File: src/rtl/uart_pkg.sv
// Shared types and helpers for the UART TX arbiter.
// Holds the FSM state enum, the byte width and the burst counter width helper.
package uart_pkg;

    typedef enum logic {
        IDLE = 1'b0,
        XFER = 1'b1
    } state_e;

    localparam int BYTE_W = 8;

    // Counter must be able to hold the value MAX_BURST itself.
    function automatic int cnt_width(input int max_burst);
        return $clog2(max_burst + 1);
    endfunction

endpackage

File: src/rtl/uart_rr_picker.sv
// Combinational round-robin picker: first requester at or above ptr_i, wrapping.
// Ports: req_i request vector, ptr_i start index, gnt_o one-hot winner, valid_o any winner.
module uart_rr_picker #(
    parameter int N  = 4,
    parameter int PW = 2
) (
    input  logic [N-1:0]  req_i,
    input  logic [PW-1:0] ptr_i,
    output logic [N-1:0]  gnt_o,
    output logic          valid_o
);

    logic [PW:0]   sum;
    logic [PW-1:0] idx;

    always_comb begin
        gnt_o   = '0;
        valid_o = 1'b0;
        sum     = '0;
        idx     = '0;
        for (int i = 0; i < N; i++) begin
            sum = {1'b0, ptr_i} + (PW+1)'(i);
            if (sum >= (PW+1)'(N)) begin
                sum = sum - (PW+1)'(N);
            end
            idx = sum[PW-1:0];
            if (!valid_o && req_i[idx]) begin
                gnt_o[idx] = 1'b1;
                valid_o    = 1'b1;
            end
        end
    end

endmodule

File: src/rtl/uart_tx_arbiter.sv
// Round-robin, packet-locked arbiter sharing one UART TX FIFO write port.
// Ports: clk/rst_n, enable_i, per-client req_valid_i/req_data_i/req_last_i ->
// req_ready_o, fifo_full_i -> fifo_wr_en_o/fifo_wr_data_o, grant_o, busy_o.
module uart_tx_arbiter
    import uart_pkg::*;
#(
    parameter int N_REQ     = 4,
    parameter int MAX_BURST = 16
) (
    input  logic                    clk,
    input  logic                    rst_n,
    input  logic                    enable_i,
    input  logic [N_REQ-1:0]        req_valid_i,
    input  logic [BYTE_W*N_REQ-1:0] req_data_i,
    input  logic [N_REQ-1:0]        req_last_i,
    output logic [N_REQ-1:0]        req_ready_o,
    input  logic                    fifo_full_i,
    output logic                    fifo_wr_en_o,
    output logic [BYTE_W-1:0]       fifo_wr_data_o,
    output logic [N_REQ-1:0]        grant_o,
    output logic                    busy_o
);

    localparam int PW = $clog2(N_REQ);
    localparam int CW = cnt_width(MAX_BURST);

    state_e           state_q;
    logic [N_REQ-1:0] grant_q;
    logic [PW-1:0]    ptr_q;
    logic [CW-1:0]    cnt_q;

    logic [N_REQ-1:0] pick_gnt;
    logic             pick_vld;
    logic             beat;
    logic             last_beat;
    logic             cap_hit;
    logic [CW-1:0]    cnt_d;
    logic [PW-1:0]    gidx;
    logic [PW-1:0]    ptr_d;

    uart_rr_picker #(
        .N  (N_REQ),
        .PW (PW)
    ) u_picker (
        .req_i   (req_valid_i),
        .ptr_i   (ptr_q),
        .gnt_o   (pick_gnt),
        .valid_o (pick_vld)
    );

    // grant_q is all-zero outside XFER, so ready and data need no state qualifier.
    always_comb begin
        req_ready_o    = grant_q & {N_REQ{~fifo_full_i}};
        beat           = |(req_valid_i & req_ready_o);
        last_beat      = |(req_valid_i & req_ready_o & req_last_i);
        fifo_wr_en_o   = beat;
        fifo_wr_data_o = '0;
        gidx           = '0;
        for (int k = 0; k < N_REQ; k++) begin
            if (grant_q[k]) begin
                fifo_wr_data_o = req_data_i[BYTE_W*k +: BYTE_W];
                gidx           = PW'(k);
            end
        end
        cnt_d   = cnt_q + 1'b1;
        cap_hit = (cnt_d == CW'(MAX_BURST));
        ptr_d   = (gidx == PW'(N_REQ-1)) ? '0 : gidx + 1'b1;
    end

    always_ff @(posedge clk or negedge rst_n) begin
        if (!rst_n) begin
            state_q <= IDLE;
            grant_q <= '0;
            ptr_q   <= '0;
            cnt_q   <= '0;
        end else begin
            unique case (state_q)
                IDLE: begin
                    if (enable_i && pick_vld) begin
                        grant_q <= pick_gnt;
                        cnt_q   <= '0;
                        state_q <= XFER;
                    end
                end
                XFER: begin
                    // A transferring beat always completes; disable only
                    // releases in a cycle without a beat.
                    if (beat) begin
                        cnt_q <= cnt_d;
                        if (last_beat || cap_hit) begin
                            grant_q <= '0;
                            ptr_q   <= ptr_d;
                            state_q <= IDLE;
                        end
                    end else if (!enable_i) begin
                        grant_q <= '0;
                        ptr_q   <= ptr_d;
                        state_q <= IDLE;
                    end
                end
                default: begin
                    grant_q <= '0;
                    state_q <= IDLE;
                end
            endcase
        end
    end

    assign grant_o = grant_q;
    assign busy_o  = (state_q == XFER);

endmodule

File: config.mk
export PLATFORM = sky130hd
export DESIGN_NAME = uart_tx_arbiter
export DESIGN_NICKNAME = d
export VERILOG_FILES = /design/src/rtl/uart_pkg.sv /design/src/rtl/uart_rr_picker.sv /design/src/rtl/uart_tx_arbiter.sv
export SDC_FILE = /design/constraint.sdc
export NUM_CORES = 1
export LEC_CHECK = 0
export CORE_MARGIN = 2
export CORE_UTILIZATION = 35
export DETAILED_ROUTE_END_ITERATION = 7
export MAX_ROUTING_LAYER = met4
export PLACE_DENSITY = 0.7
export REMOVE_ABC_BUFFERS = 1
export SYNTH_ARGS = -nofsm -noshare
export SYNTH_HDL_FRONTEND = slang
export SYNTH_HIERARCHICAL = 1
export SYNTH_SLANG_ARGS = --single-unit
File: constraint.sdc
create_clock -name clk -period 3 [get_ports clk]
set_clock_uncertainty 0.05 [all_clocks]
set_input_delay 0.45 -clock clk [delete_from_list [all_inputs] [get_ports clk]]
set_output_delay 0.45 -clock clk [all_outputs]
set_load 0.02 [all_outputs]
* After elaboration in Yosys (flattened, before gate mapping)
Index checks and enable logic that the tools add are counted.
Word-level totals: output and inout port bits 18, input bits 44, register bits after elaboration 12, logic and storage cells 110
Operators by class: add/sub/neg operators 9, $lt $le $gt $ge 12, multiplexer cells 52, bitwise operators 8, reduce and logical (&&, ||, !) cells 17, equality and inequality tests 8
Operators with widths (count):
- $mux W4 | 8
- $mux W8 | 4
- $mux W2 | 10
- $mux W1 | 17
- $and A4 B4 Y4 | 3
- $lt A2 B3 Y1 const B | 4
- $or A4 B4 Y4 | 3
- $mux W5 | 2
- $pmux W5 S2 | 1
- $ge A3 B3 Y1 const B | 3
- $bmux W1 S2 | 4
- $demux W1 S2 | 4
- $ge A2 B1 Y1 const B | 4
- $logic_and A1 B1 Y1 | 8
- $pmux W4 S2 | 1
- $reduce_or A4 Y1 | 2
- $sub A2 B1 Y2 const B | 4
- $add A2 B2 Y3 const B | 2
- $reduce_and A3 Y1 | 2
- $add A5 B1 Y5 const B | 1
- $eq A5 B5 Y1 const B | 1
- $ne A2 B1 Y1 const B | 2
- $ne A2 B2 Y1 const B | 2
- $add A2 B1 Y3 const B | 1
- other kinds (10) | 13

* Longest topological paths before layout
Gate-level depths: netlist of run 1.
depth after elaboration 17, mapped depth 9, gate-level depth less buffers 7

* Hierarchy
The synthesis of run 1 kept the hierarchy.
Modules (own cells, without submodules):
- uart_tx_arbiter | cells each 108, instances 1, area each 890.9 µm²
- uart_rr_picker | cells each 62, instances 1, area each 508.0 µm²

* Least setup slack after synthesis of run 1
OpenSTA, ideal clock, no wires.
kind register to register, from register ptr_q[0], to register grant_q[0], in the netlist grant_o[0], setup time 0.121 ns, buffers on the path 2, path slack 0.708 ns, cell stages (with the launch flop) 10, arrival 2.121 ns, required time 2.829 ns, cells stage by stage dfrtp_1 -> buf_6 -> inv_1 -> ha_1 -> buf_2 -> mux2_2 -> and3_1 -> a2111oi_2 -> o2bb2ai_1 -> a22o_1
Between the ends: elaborated cells between the ends (all ways) 65, those cells by class add/sub: 7; order compare: 12; eq/ne: 1; mux: 30; bitwise: 3; reduce/logical: 12
RTL lines:
- from (decl) | line uart_tx_arbiter.sv:29 | logic [PW-1:0] ptr_q;
- from (signal assigned) | line uart_tx_arbiter.sv:92 | ptr_q <= ptr_d;
- from (signal assigned) | line uart_tx_arbiter.sv:97 | ptr_q <= ptr_d;
- branches (longest 13 deep; another with $add A2 B1 Y3)
- $mux W4 (*) | line uart_rr_picker.sv:27 | if (!valid_o && req_i[idx]) begin
- named net pick_gnt[0] | line uart_tx_arbiter.sv:32 | logic [N_REQ-1:0] pick_gnt;
- $mux W4 (*) | line uart_tx_arbiter.sv:79 | if (enable_i && pick_vld) begin
- $pmux W4 S2 (*) | line uart_tx_arbiter.sv:77 | unique case (state_q)
- to (signal assigned) | line uart_tx_arbiter.sv:80 | grant_q <= pick_gnt;
- to (decl) | line uart_tx_arbiter.sv:28 | logic [N_REQ-1:0] grant_q;
Mark *: on every way through the listed nets, which the timed path passes. The select of a mux whose other input is x is not followed. A chain may end at the register's enable or synchronous reset.

* Final worst setup path of run 1
from register grant_q[0], in the netlist grant_o[0], to output fifo_wr_data_o[1]
Between the ends: cells in the longest elaborated chain, start to end 4
RTL lines:
- $mux W8 (4 in a row) | line uart_tx_arbiter.sv:60 | if (grant_q[k]) begin
- to (decl) | line uart_tx_arbiter.sv:19 | output logic [BYTE_W-1:0] fifo_wr_data_o,
No other way between the ends.

==> flow_summary.ini, run 1 <==
[run_status]
status = finished, final reports clean

[global_route]
use_met2_pct = 32.7
grt_pass1_wl_mm = 6.61
grt-ovfl-total = 0
use_met1_pct = 24.5
grt_use_met3_pct = 2.17
grt_pass1_vias = 1409
grt.busiest_layer = met2
antenna_found_initial = 0
grt_max_degree = 23
track_usage_pct = 19.2

[cells_and_area]
syn2layout_area_growth_pct = 51.4
drive_above_1_share_pct = 10.3
diodes = 0
nets = 285

[clock_tree]
cts_made_buffers = 3
insertion_delay_ps = 240
post_cts_resized = 0
cts.clk_slew.worst_paths_ps = 50
htreeDepth = 1
cts-root-buf = clkbuf_8
postCtsHoldBufs = 0
cts_tree = done
cts_num_sinks = 12
clockBufferDepth = 2
post_cts_buffers = 0

[synthesis]
yosys_warnings = 6
synthDistinctLibCells = 45
synthTopCellsByArea = dfrtp_1 21%, o21ai_0 6.8%, nand2_1 6.4%
synth_top_area_share_pct = 21.5
synth_async_sr_flop_share_pct = 100
synth_edf_count = 0
yosys.cell_count.top_type = nand2_1
ys_seq_area_share_pct = 21.5
syn_area_sq_um = 1400
synth_top_cells_by_count = 24 x nand2_1, 19 x o21ai_0, 12 x dfrtp_1
synthCells = 170
synth-seq-cells = 12
synth_flop_cell = dfrtp_1
avgSynthCellArea_sq_um = 8.23
synth_top_area_cell = dfrtp_1

[drt]
drtAntennaViolNets = 0
routed_via_density = 5.55
dr.pass1.iters = 4
drt-initial-drc-count = 99
routed-via-count = 1553
wl_mm = 4.12
drc = 0
drt-wirelength-per-cell_um = 14.7

[critical_path]
worstPathArrival_ps = 2230
endpoint_kind = output port
cp-start-kind = flop
crit_fanout = 6
critical_path_class = reg -> out
worstPathRequired_ps = 2500

[timing]
period_needed_ps = 2730
grt_setup_unrepaired = no
fmax_mhz = 366
setup_tns_ps = 0
slew_headroom_pct = 63.9
drv_slew = 0
period_share_pct = 91.0
worstMarginPinSlew_ps = 540
hold_violations = 0
finalSetupViolations = 0
whs_ps = 514

[power]
power.density_nw_per_um2 = 803
power_leakage_nw = 0.839
ir_drop_mv = 0.387

[placed_design]
gp_congestion = 0.868
port_buffers = 61
dp_hpwl_mm = 3.23

[die]
die_area_sq_um = 4520
num_rows = 22
initial_core_util_pct = 37.4
die_y_um = 67.2
fp.dieW_um = 67.2
io_pins = 62
coreArea_sq_um = 3740

[min_path]
hold_path_class = in -> async

[flow_run]
maxCapViolations = 0
-- flip-flops by register name, summed over array words and instances (netlist names) --
register  flops
cnt_q         5
ptr_q         2
busy_o        1
grant_o       4
-- per-stage QoR --
stage	power [mW]	setup WS (ps)	instances	area (sq um)	utilization, %
after floorplan	1.08	528	159	1340	-
after detailed placement	1.56	456	277	2080	55.5
final	1.70	271	280	2120	56.6
after CTS	1.70	222	280	2120	56.6
after global placement	1.55	469	277	2080	55.5
after global routing	1.84	97.9	280	2120	56.6
-- routing by layer --
metal  routed length [um]  part of all wire (%)
met4                   20                  0.49
met3                  302                   7.3
met2                 1950                    47
met1                 1850                    45
met5                    0                     0
-- power breakdown --
part	switching [mW]	total [mW]	internal, mW
clock network	0.0555	0.144	0.0882
logic	0.654	1.27	0.612
registers	0.0795	0.292	0.213
total	0.789	1.70	0.913
-- critical path, stage by stage (launching register included) --
cell	delay [ps]
dfrtp_1	430
nor2b_1	340
buf_4	190
a221o_1	120
o21ai_0	70
o21ai_0	200
clkdlybuf4s50_1	630
-- cells in the final DEF (no fill, tap or decap), types with 3 or more instances in the layout --
master | netlist | layout
nand4b_1 | 5 | 5
o2bb2ai_1 | 4 | 4
dfrtp_1 | 12 | 12
nor3b_1 | 3 | 3
o22ai_1 | 6 | 6
clkdlybuf4s50_1 | 0 | 61
nand2_1 | 24 | 24
buf_4 | 0 | 9
clkbuf_8 | 0 | 3
a221o_1 | 8 | 8
and2b_1 | 3 | 3
nand2b_1 | 6 | 6
nand3_1 | 3 | 3
o21ai_0 | 19 | 19
inv_1 | 3 | 3
mux2_2 | 5 | 5
nor2_1 | 9 | 9
a22o_1 | 4 | 4
ha_1 | 7 | 7
mux2i_1 | 6 | 6
-- kinds of logic (layout without fill, tap and decap cells) --
kind of cell    Yosys count  after routing  synth area share, %
flops                    12             12                 21.5
xor+xnor                  2              2                 1.25
simple gates             64             64                 24.7
mux                      12             12                 9.93
compound gates           58             58                 31.0
buf+inv                  15             77                 5.37
fa+ha+maj                 7              7                 6.26
-- worst paths after layout --
path	start	slack (ps)	cells after the start	to
worst max-delay path	grant_o[0]	270	6	fifo_wr_data_o[1]
max in group asynchronous	rst_n	2020	1	grant_o[0]
worst max register to register	ptr_q[0]	710	7	grant_o[0]
worst min register to register	cnt_q[0]	510	1	cnt_q[0]
min in group clk	cnt_q[0]	510	1	cnt_q[0]
worst min-delay path	rst_n	510	1	cnt_q[4]
-- area by class of cell --
type	count	area [sq um]
multi-input combinational	143	1020
inverter	4	15.0
sequential	12	300
clock buffer	3	41.3
fill	371	1630
tap	48	60.1
timing repair buffer	70	678
No activity file was read; power rests on OpenSTA's default activity.
==> inputs of run 2 (changes only) <==
--- a/config.mk
+++ b/config.mk
@@ -9,7 +9,7 @@
 export CORE_UTILIZATION = 35
 export DETAILED_ROUTE_END_ITERATION = 7
 export MAX_ROUTING_LAYER = met4
-export PLACE_DENSITY = 0.7
+export PLACE_DENSITY_LB_ADDON = 0.08
 export REMOVE_ABC_BUFFERS = 1
 export SYNTH_ARGS = -nofsm -noshare
 export SYNTH_HDL_FRONTEND = slang
==> flow_summary.ini, run 2 (synthesis results as in run 1) <==
[cells_and_area]
stdcell_count = 279
design_area_sq_um = 2110
largest_register_ffs = 5
diodes = 0
fin_util_pct = 56.5
fillers = 349
layout_common_cells = 61 x clkdlybuf4s50_1, 24 x nand2_1, 19 x o21ai_0
nets = 284
syn2layout_area_growth_pct = 51.1
final_common_cell = clkdlybuf4s50_1
drive_above_1_share_pct = 10.4
regMostFlops = cnt_q

[die]
num_rows = 22
die_area_sq_um = 4520
die_y_um = 67.2
fp.dieW_um = 67.2
coreArea_sq_um = 3740
io_pins = 62
initial_core_util_pct = 37.4

[timing]
worst_slack_ps = 368
period_share_pct = 87.7
hold_violations = 0
drv_slew = 0
setup_tns_ps = 0
period_needed_ps = 2630
finalSetupViolations = 0
fmax_mhz = 380
worstMarginPinSlew_ps = 545
slew_headroom_pct = 63.5
whs_ps = 511
grt_setup_unrepaired = no

[global_route]
grt-ovfl-total = 0
antenna_found_initial = 0
grt_pass1_wl_mm = 6.80
grt_pass1_vias = 1442
track_usage_pct = 19.7
grt_max_degree = 23

[drt]
drt-wirelength-per-cell_um = 15.4
dr.pass1.iters = 4
drt-initial-drc-count = 34
routed-via-count = 1531
drc = 0
routed_via_density = 5.49
drtAntennaViolNets = 0
wl_mm = 4.30

[clock_tree]
cts-root-buf = clkbuf_8
cts_num_sinks = 12
htreeDepth = 1
clockBufferDepth = 2
post_cts_buffers = 0
insertion_delay_ps = 240
cts_tree = done
cts_made_buffers = 3
cts.clk_slew.worst_paths_ps = 50

[run_status]
status = finished, final reports clean

[critical_path]
endpoint_kind = output port
cp-start-kind = flop
worstPathArrival_ps = 2130
path_cells = nor2b_2, a221o_1, o21ai_0, o21ai_0, clkdlybuf4s50_1
crit_fanout = 8
cp_slowest_stage_delay_ps = 620
path_buf_inv = 1
crit_slowest_cell = clkdlybuf4s50_1
worstPathRequired_ps = 2500
path_delay_family = buffers and inverters
path_common_cell = o21ai_0
critical_path_class = reg -> out

[placed_design]
gp_congestion = 0.815
dpl.cell_count = 276
port_buffers = 61
placed_cell_area_sq_um = 2070
dp_hpwl_mm = 3.24
pre_cts_ws_ps = 431

[power]
ir_drop_mv = 0.465
p_total_mw = 1.71
power.density_nw_per_um2 = 811
power_leakage_nw = 0.834

[min_path]
hold_path_class = in -> async

[flow_run]
maxCapViolations = 0
## run 2: cell types whose count changed in the layout (fill, tap and decap cells not counted), sizes merged
cell	before	now
buf	9	8
## run 2: final cells by class
cell class,instances,area (sq um),area share [%]
timing repair buffer,69,671,31.7
clock buffer,3,41.3,1.95
multi-input combinational,143,1030,48.5
sequential,12,300,14.2
inverter,4,15.0,0.710
tap,48,60.1,2.84
## run 2: timing repair
action,CTS,global route
setup endpoints to repair,0,1
hold buffers,0,0
resized for setup,0,1
## run 2: where the power goes
group          total [mW]  switching, mW  leakage [nW]  internal, mW
clock               0.148         0.0599        0.0216        0.0885
combinational        1.27          0.664         0.656         0.608
sequential          0.293         0.0807         0.157         0.212
total                1.71          0.804         0.834         0.909
## run 2: path summary, 6_finish.rpt
check	endpoint	slack (ps)	start	cells past startpoint
setup / recovery	fifo_wr_data_o[3]	370	grant_o[0]	5
hold / removal	cnt_q[0]	510	rst_n	1
setup reg to reg	grant_o[0]	720	ptr_q[0]	7
hold reg to reg	cnt_q[0]	510	cnt_q[0]	1
max in group asynchronous	grant_o[1]	2020	rst_n	1
min in group clk	cnt_q[0]	510	cnt_q[0]	1
## run 2: routing by layer
layer | global-route usage (%) | vias up | part of all wire [%]
met5 | - | - | 0
met1 | 24.0 | 703 | 45
met4 | 4.85 | 0 | 0.98
met2 | 34.3 | 51 | 47
li1 | - | 772 | -
met3 | 2.67 | 5 | 7.1
==> inputs of run 3 (changes only) <==
--- a/config.mk
+++ b/config.mk
@@ -5,12 +5,13 @@
 export SDC_FILE = /design/constraint.sdc
 export NUM_CORES = 1
 export LEC_CHECK = 0
-export CORE_MARGIN = 2
+export CORE_MARGIN = 5
 export CORE_UTILIZATION = 35
 export DETAILED_ROUTE_END_ITERATION = 7
 export MAX_ROUTING_LAYER = met4
 export PLACE_DENSITY_LB_ADDON = 0.08
 export REMOVE_ABC_BUFFERS = 1
+export SLEW_MARGIN = 20
 export SYNTH_ARGS = -nofsm -noshare
 export SYNTH_HDL_FRONTEND = slang
 export SYNTH_HIERARCHICAL = 1
==> flow_summary.ini, run 3 (synthesis results as in run 1) <==
[run_status]
status = finished, final reports clean

[drt]
dr.pass1.iters = 4
routed_via_density = 5.63
wl_mm = 4.56
drc = 0
drt-initial-drc-count = 64
routed-via-count = 1588
drtAntennaViolNets = 0
drt-wirelength-per-cell_um = 16.2

[cells_and_area]
drive_above_1_share_pct = 10.8
regMostFlops = cnt_q
final_common_cell = clkdlybuf4s50_1
diodes = 0
syn2layout_area_growth_pct = 52.2
largest_register_ffs = 5
nets = 284
layout_common_cells = 61 x clkdlybuf4s50_1, 24 x nand2_1, 19 x o21ai_0

[die]
io_pins = 62
fp.dieW_um = 73.2
initial_core_util_pct = 35.5
die_area_sq_um = 5360
coreArea_sq_um = 3940
die_y_um = 73.2
num_rows = 23

[power]
p_total_mw = 1.76
power_leakage_nw = 0.841
power.density_nw_per_um2 = 825
ir_drop_mv = 0.475

[placed_design]
gp_congestion = 0.925
dp_hpwl_mm = 3.54
port_buffers = 61

[global_route]
grt_pass1_vias = 1537
grt_pass1_wl_mm = 7.23
antenna_found_initial = 0
track_usage_pct = 17.2
grt_max_degree = 23
grt-ovfl-total = 0

[clock_tree]
cts_made_buffers = 3
cts_tree = done
cts_num_sinks = 12
cts.clk_slew.worst_paths_ps = 60
htreeDepth = 1
clockBufferDepth = 2
cts-root-buf = clkbuf_8
insertion_delay_ps = 250

[critical_path]
r2r_slack_ps = 690
crit_path_start = grant_o[0]
endpoint_kind = output port
cp-start-kind = flop
worstPathRequired_ps = 2500
ff2ff_path_depth = 7
r2r_start = ptr_q[0]
crit_fanout = 8
timing.rr.end = grant_o[0]
crit_end = fifo_wr_data_o[1]
critical_path_class = reg -> out
worstPathArrival_ps = 2140

[flow_run]
maxCapViolations = 0

[timing]
drv_slew = 0
slew_headroom_pct = 64.4
period_needed_ps = 2640
finalSetupViolations = 0
worstMarginPinSlew_ps = 532
grt_setup_unrepaired = no
period_share_pct = 88.0
hold_violations = 0
setup_tns_ps = 0
fmax_mhz = 379

[min_path]
hold_path_class = in -> async
==> run 3: cell count changes in the layout (fill, tap and decap cells not counted), sizes merged <==
| cell | before | now |
|---|---|---|
| clkbuf | 3 | 4 |
==> run 3: final cells by class <==
| cell class | count | area [sq um] |
|---|---|---|
| well taps | 50 | 62.6 |
| flip-flops and latches | 12 | 300 |
| clock buffers | 4 | 55.1 |
| repair buffers | 69 | 671 |
| inverters | 4 | 15.0 |
| multi-input cells | 143 | 1030 |
| fillers | 362 | 1810 |
==> run 3: metrics by stage <==
step	utilization (%)	hold WS, ps	instances	setup WS, ps	instance area (sq um)
2_1_floorplan	-	104	159	528	1340
4_1_cts	54.0	513	282	178	2130
3_3_place_gp	52.6	479	278	489	2070
6_report	54.0	502	282	360	2130
3_5_place_dp	52.6	501	278	443	2070
5_1_grt	54.0	529	282	183	2130
==> run 3: power breakdown <==
part	internal, mW	switching, mW	total, mW
Sequential	0.213	0.0671	0.280
Combinational	0.609	0.688	1.30
Clock	0.116	0.0638	0.180
Total	0.938	0.819	1.76
==> run 3: worst min-delay path by stage <==
stage	to	slack (ps)
final	cnt_q[4]	500
after global routing	cnt_q[0]	530
after detailed placement	cnt_q[2]	500
after floorplan	busy_o	100
after CTS	cnt_q[2]	510
after global placement	cnt_q[4]	480
==> run 3: critical path, stage by stage, from the launching register on <==
cell and delay, ps:
dfrtp_1 430, nor2b_2 360, a221o_1 210, o21ai_0 80
o21ai_0 180, clkdlybuf4s50_1 640
==> run 3: routing by layer <==
| layer | share of wire, % | track usage, % |
|---|---|---|
| met1 | 44 | 21.2 |
| met2 | 47 | 28.8 |
| met3 | 7.9 | 2.48 |
| met4 | 1.3 | 5.53 |
| met5 | 0 | - |
==> run 3: repair_timing <==
item                                    CTS  global route
endpoints found under the setup margin    0             1
buffers inserted                          0             0
hold buffers                              0             0
gates resized for setup                   0             1
